[src/rtl/guess_entry.sv]
// guess_entry
//   Keypad-side producer for the game display controller. Buffers up to three
//   decimal digits from a debounced keypad and issues them as one guess with a
//   one-cycle ready strobe. After each issue the block stays busy for a short
//   hold window, and keys that arrive during that window are dropped.
//
// Ports
//   clk        in   1  system clock, rising edge
//   reset      in   1  asynchronous, active-low reset
//   key_code   in   4  0-9 digit, A=DEL, B=CLR, C=ENT, D-F ignored
//   key_valid  in   1  one-cycle key strobe
//   oNum1..3   out  4  issued digits (oNum1 = leftmost entered)
//   oNumRdy    out  1  one-cycle pulse: oNum1..3 carry a new guess
//   oCount     out  2  digits currently buffered (0..3)
//   oErr       out  1  one-cycle pulse: key rejected
//   busy       out  1  high while in ISSUE or HOLD
//
// Handshake: key_valid is a one-cycle strobe with no back-pressure. Keys seen
// while busy are discarded. oNumRdy is a one-cycle strobe, and the consumer
// must take oNum1..3 in that cycle. The values stay stable until the next issue.
module guess_entry #(
    parameter bit REQUIRE_DISTINCT = 1'b1,
    parameter int HOLD_CYCLES      = 4
) (
    input  logic       clk,
    input  logic       reset,
    input  logic [3:0] key_code,
    input  logic       key_valid,
    output logic [3:0] oNum1,
    output logic [3:0] oNum2,
    output logic [3:0] oNum3,
    output logic       oNumRdy,
    output logic [1:0] oCount,
    output logic       oErr,
    output logic       busy
);

    localparam int HW = $clog2(HOLD_CYCLES + 1);
    localparam logic [HW-1:0] HOLD_INIT = HW'(HOLD_CYCLES - 1);

    localparam logic [3:0] KEY_DEL = 4'hA;
    localparam logic [3:0] KEY_CLR = 4'hB;
    localparam logic [3:0] KEY_ENT = 4'hC;

    typedef enum logic [1:0] {
        ENTRY = 2'd0,
        ISSUE = 2'd1,
        HOLD  = 2'd2
    } state_t;

    // state is kept as a named register so checkers can bind to it directly.
    state_t              state, state_n;
    logic [2:0][3:0]     slot, slot_n;
    logic [1:0]          count_n;
    logic [2:0][3:0]     num_n;
    logic [HW-1:0]       hold_cnt, hold_n;
    logic                err_n;
    logic                dup;

    assign dup = REQUIRE_DISTINCT &&
                 ((slot[0] == slot[1]) || (slot[0] == slot[2]) || (slot[1] == slot[2]));

    always_comb begin
        state_n = state;
        slot_n  = slot;
        count_n = oCount;
        num_n   = {oNum3, oNum2, oNum1};
        hold_n  = hold_cnt;
        err_n   = 1'b0;
        case (state)
            ENTRY: begin
                if (key_valid) begin
                    if (key_code <= 4'd9) begin
                        if (oCount != 2'd3) begin
                            slot_n[oCount] = key_code;
                            count_n        = oCount + 2'd1;
                        end else begin
                            err_n = 1'b1;
                        end
                    end else if (key_code == KEY_DEL) begin
                        if (oCount != 2'd0) begin
                            slot_n[oCount - 2'd1] = 4'd0;
                            count_n               = oCount - 2'd1;
                        end
                    end else if (key_code == KEY_CLR) begin
                        slot_n  = '0;
                        count_n = 2'd0;
                    end else if (key_code == KEY_ENT) begin
                        if ((oCount == 2'd3) && !dup) begin
                            num_n   = slot;
                            slot_n  = '0;
                            count_n = 2'd0;
                            state_n = ISSUE;
                        end else begin
                            err_n = 1'b1;
                        end
                    end
                    // D-F fall through with no effect
                end
            end
            ISSUE: begin
                state_n = HOLD;
                hold_n  = HOLD_INIT;
            end
            HOLD: begin
                if (hold_cnt == '0) begin
                    state_n = ENTRY;
                end else begin
                    hold_n = hold_cnt - 1'b1;
                end
            end
            default: state_n = ENTRY;
        endcase
    end

    // Strobes and busy are registered from the next state, so they line up
    // with the cycle in which the FSM actually sits in ISSUE/HOLD.
    always_ff @(posedge clk or negedge reset) begin
        if (!reset) begin
            state    <= ENTRY;
            slot     <= '0;
            hold_cnt <= '0;
            oCount   <= 2'd0;
            oNum1    <= 4'd0;
            oNum2    <= 4'd0;
            oNum3    <= 4'd0;
            oNumRdy  <= 1'b0;
            oErr     <= 1'b0;
            busy     <= 1'b0;
        end else begin
            state    <= state_n;
            slot     <= slot_n;
            hold_cnt <= hold_n;
            oCount   <= count_n;
            oNum1    <= num_n[0];
            oNum2    <= num_n[1];
            oNum3    <= num_n[2];
            oNumRdy  <= (state == ENTRY) && (state_n == ISSUE);
            oErr     <= err_n;
            busy     <= (state_n != ENTRY);
        end
    end

`ifndef SYNTHESIS
    always @(posedge clk) begin
        if (reset && key_valid) begin
            assert (!$isunknown(key_code))
                else $error("guess_entry: key_code unknown while key_valid");
        end
    end
`endif

endmodule
[config.mk]
export PLATFORM = sky130hd
export DESIGN_NAME = guess_entry
export DESIGN_NICKNAME = d
export VERILOG_FILES = /design/src/rtl/guess_entry.sv
export SDC_FILE = /design/constraint.sdc
export NUM_CORES = 1
export LEC_CHECK = 0
export BUFFER_PORTS_ARGS = -buffer_cell sky130_fd_sc_hd__buf_2
export CORE_ASPECT_RATIO = 1.25
export CORE_MARGIN = 2
export CORE_UTILIZATION = 50
export CTS_BUF_LIST = sky130_fd_sc_hd__clkbuf_2
export CTS_CLUSTER_SIZE = 16
export DETAILED_ROUTE_END_ITERATION = 7
export PLACE_DENSITY = 0.79
export REMOVE_ABC_BUFFERS = 1
export SLEW_MARGIN = 10
export SYNTH_ARGS = -nofsm -noshare
export SYNTH_HDL_FRONTEND = slang
export SYNTH_SLANG_ARGS = --single-unit
[constraint.sdc]
create_clock -name clk -period 2.13 [get_ports clk]
set_input_delay 0.426 -clock clk [delete_from_list [all_inputs] [get_ports clk]]
set_output_delay 0.426 -clock clk [all_outputs]
set_load 0.01 [all_outputs]
==> results.ini <==
[outcome]
run_status = complete, no violations

[cells_and_area]
layout-area-overhead-vs-synth_pct = 10.5
final_net_count = 194
diodes = 0
filler_cell_count_in_the_final_layout = 295
cell_count_final_fillers_out = 219
post_route_cells_drive_above_1_share = 0.333

[worst_setup_path]
slowest_stage = dfrtp_1
timing.critical_path.fanout_max = 9
crit_path_cell_trace = or3b_4 > a21oi_2 > o211ai_4 > a21oi_1 > mux2_2
critPathBufInv = 0
critPathKind = flip-flop to flip-flop
biggest_cell_delay_along_the_critical_path_ps = 480
setup.worst_path.end_class = flip-flop
timing.critical_path.max_delay_family = compound AO/OA/AOI/OAI gates
critPathLaunchType = flip-flop
data_arrival_time_of_the_worst_path_ps = 2230
cp_data_required_time_ps = 2400

[cts]
cts_tree = built
clk_root_buffer_cell = clkbuf_2
clock_latency_on_the_worst_skew_pair_ps = 360
path_clk_slew_ps = 160
clock_tree.htree_level_count = 2
cts-hold-fix-buffers = 0
cts.repair.resized = 0
cts-root-to-sink-buffers = 2
postCtsSetupRepairBufs = 0
numCtsBuffers = 5
cts_num_sinks = 34

[floorplanning]
io_pins = 24
initial_core_util = 0.524
dieArea_um2 = 4190
rows = 24
die_h_um = 71.9
floorplan.core_area_um2 = 3510
chipWidth_um = 58.3

[pwr]
power.share.combinational = 0.433
share_clk_of_total_power = 0.121
power_density_nw_per_um2 = 1120
pwr-share-seq = 0.446
internal-power_mw = 1.34
netSwitchingFraction = 0.414
irDropWorstVdd_mv = 0.683
power_switching_uw = 946
power.static_leakage_nw = 0.955

[route]
drcViolationCount = 0
vias_per_cell = 5.70
avgRoutedWirePerCell_um = 15.0
route.vias.total = 1248
drt-initial-drc-count = 18
detail_route.wirelength_um = 3290
dr.pass1.iters = 4
route.antenna.remaining_nets = 0

[placed_design]
placement.io_buffers = 23
dpl.hpwl_um = 2570
gp_congestion = 0.910
place_inst = 212

[sta]
timing.setup.tns_ps = 0
worst_relative_slew_slack = 0.515
setup_repair_after_global_routing_missed_its_margin = false
worst_margin_slew_ps = 728
timing.final.crit_period_ps = 1970
hold_viol_final = 0
timing.hold.ws_ps = 97.2
clock_skew_ps = 3.17
setup_viol_count_final = 0
layout_worst_path_cycle_share = 0.923
slew_violations = 0
max_freq_ghz = 0.509

[logic_synthesis]
postSynth.topFlopCell = dfrtp_1
synthCells = 151
async_reset_ff_frac = 1.00
synth_enable_flop_cells = 0
synth.yosys.warnings = 0
synth_cell_type_count = 35
ys_seq_area_frac = 0.462
yosys_register_bits = 34
synth_area_um2 = 1840
synth_area_per_cell_um2 = 12.2

[grt]
globalRouteTotalUtil = 0.175
grt_max_degree = 35
global_route.overflow_total = 0
antenna_found_initial = 0
first_global_vias = 1187
grt_pass1_wl_um = 5440

[hold_path]
hp-class = input port to asynchronous set/reset pin

[run]
number_of_max_cap_violations = 0

## metal layers
metal | vias up | GRT usage | wire length (µm)
met4 | 0 | 0.0801 | 63
met5 | - | 0 | 0
met2 | 27 | 0.306 | 1740
met3 | 8 | 0.0361 | 144
li1 | 591 | - | -
met1 | 622 | 0.201 | 1350
## cells in the mapped netlist (2+ instances only)
library cell   n  area [µm²]
o2bb2ai_1     12         105
mux2_4         8         120
nor3_1         3        15.0
or2_2          2        12.5
nor2_1         3        11.3
nor3b_2        2        25.0
o22a_1         2        17.5
inv_1         19        71.3
a21oi_1        5        25.0
ha_1           7        87.6
o21ai_0        5        25.0
xnor2_1       12         105
o22ai_1        3        18.8
mux2_2         5        56.3
dfrtp_1       34         851
nand4_2        3        37.5
a211oi_2       3        37.5
nand2_1        5        18.8
a21o_1         2        15.0
## worst paths after layout
check                       startpoint          end  slack [ps]  cells after the start
min reg2reg                   oNum1[1]     oNum1[1]         520                      1
max                           state[0]    oCount[1]         160                      5
max reg2reg                   state[0]    oCount[1]         160                      5
min                              reset  hold_cnt[2]         100                      1
min in group clk           key_code[2]      slot[7]         420                      3
max in group asynchronous        reset     oNum1[1]        1570                      1
## cell type report
cell class                      instances  area, µm²  share of cell area
Tap cell                               39       48.8              0.0240
Multi-Input combinational cell         96        895               0.439
Clock buffer                            5       25.0              0.0123
Clock inverter                          2       10.0             0.00492
Sequential cell                        34        851               0.418
Inverter                               19       71.3              0.0350
Timing Repair Buffer                   24        135              0.0664
## cells in the final DEF (no fill, tap or decap), types with 2 or more instances in the layout
master,count
dfrtp_1,34
buf_2,23
inv_1,19
xnor2_1,12
o2bb2ai_1,12
mux2_4,8
ha_1,7
nand2_1,5
o21ai_0,5
a21oi_1,5
mux2_2,5
clkbuf_2,5
nor3_1,3
nand4_2,3
nor2_1,3
o22ai_1,3
a211oi_2,3
a21o_1,2
or2_2,2
nor3b_2,2
o22a_1,2
clkinv_2,2
## flip-flops by register name, indices dropped and copies added, names as in the netlist
| name | cells |
|---|---|
| oNum2 | 4 |
| state | 2 |
| oCount | 2 |
| busy | 1 |
| oNum3 | 4 |
| oNum1 | 4 |
| oNumRdy | 1 |
| slot | 12 |
| oErr | 1 |
| hold_cnt | 3 |
## stage by stage
stage | total power [mW] | setup slack, ps | area [µm²] | utilization
2_1_floorplan | 1.76 | 204 | 1820 | -
5_1_grt | 2.46 | 36.9 | 2040 | 0.579
3_3_place_gp | 1.98 | 209 | 2000 | 0.569
6_report | 2.29 | 165 | 2040 | 0.579
3_5_place_dp | 2.04 | 155 | 2000 | 0.569
4_1_cts | 2.31 | 172 | 2040 | 0.579
## power groups by stage
stage	registers (mW)	clock network, mW	logic (mW)
floorplan	1.02	0	0.742
global placement	1.02	0	0.955
detailed placement	1.04	0	1.00
CTS	1.02	0.282	1.01
global route	1.06	0.307	1.10
finish	1.02	0.276	0.989
## worst reg2reg max path, stage by stage (launching register included)
cell	delay, ps
dfrtp_1	480
or3b_4	440
a21oi_2	180
o211ai_4	180
a21oi_1	230
mux2_2	360
## cell families (layout without fill, tap and decap cells)
logic type / after synthesis / count (layout) / share of synthesized area
xor gates and xnor gates: 12 / 12 / 0.0571
and+or+nand+nor: 27 / 27 / 0.124
AOI/OAI and AO/OA: 37 / 37 / 0.162
buffers and inverters: 21 / 50 / 0.0523
muxes: 13 / 13 / 0.0958
DFF: 34 / 34 / 0.462
adders and majority gates: 7 / 7 / 0.0476
No activity file was read; power rests on OpenSTA's default activity.
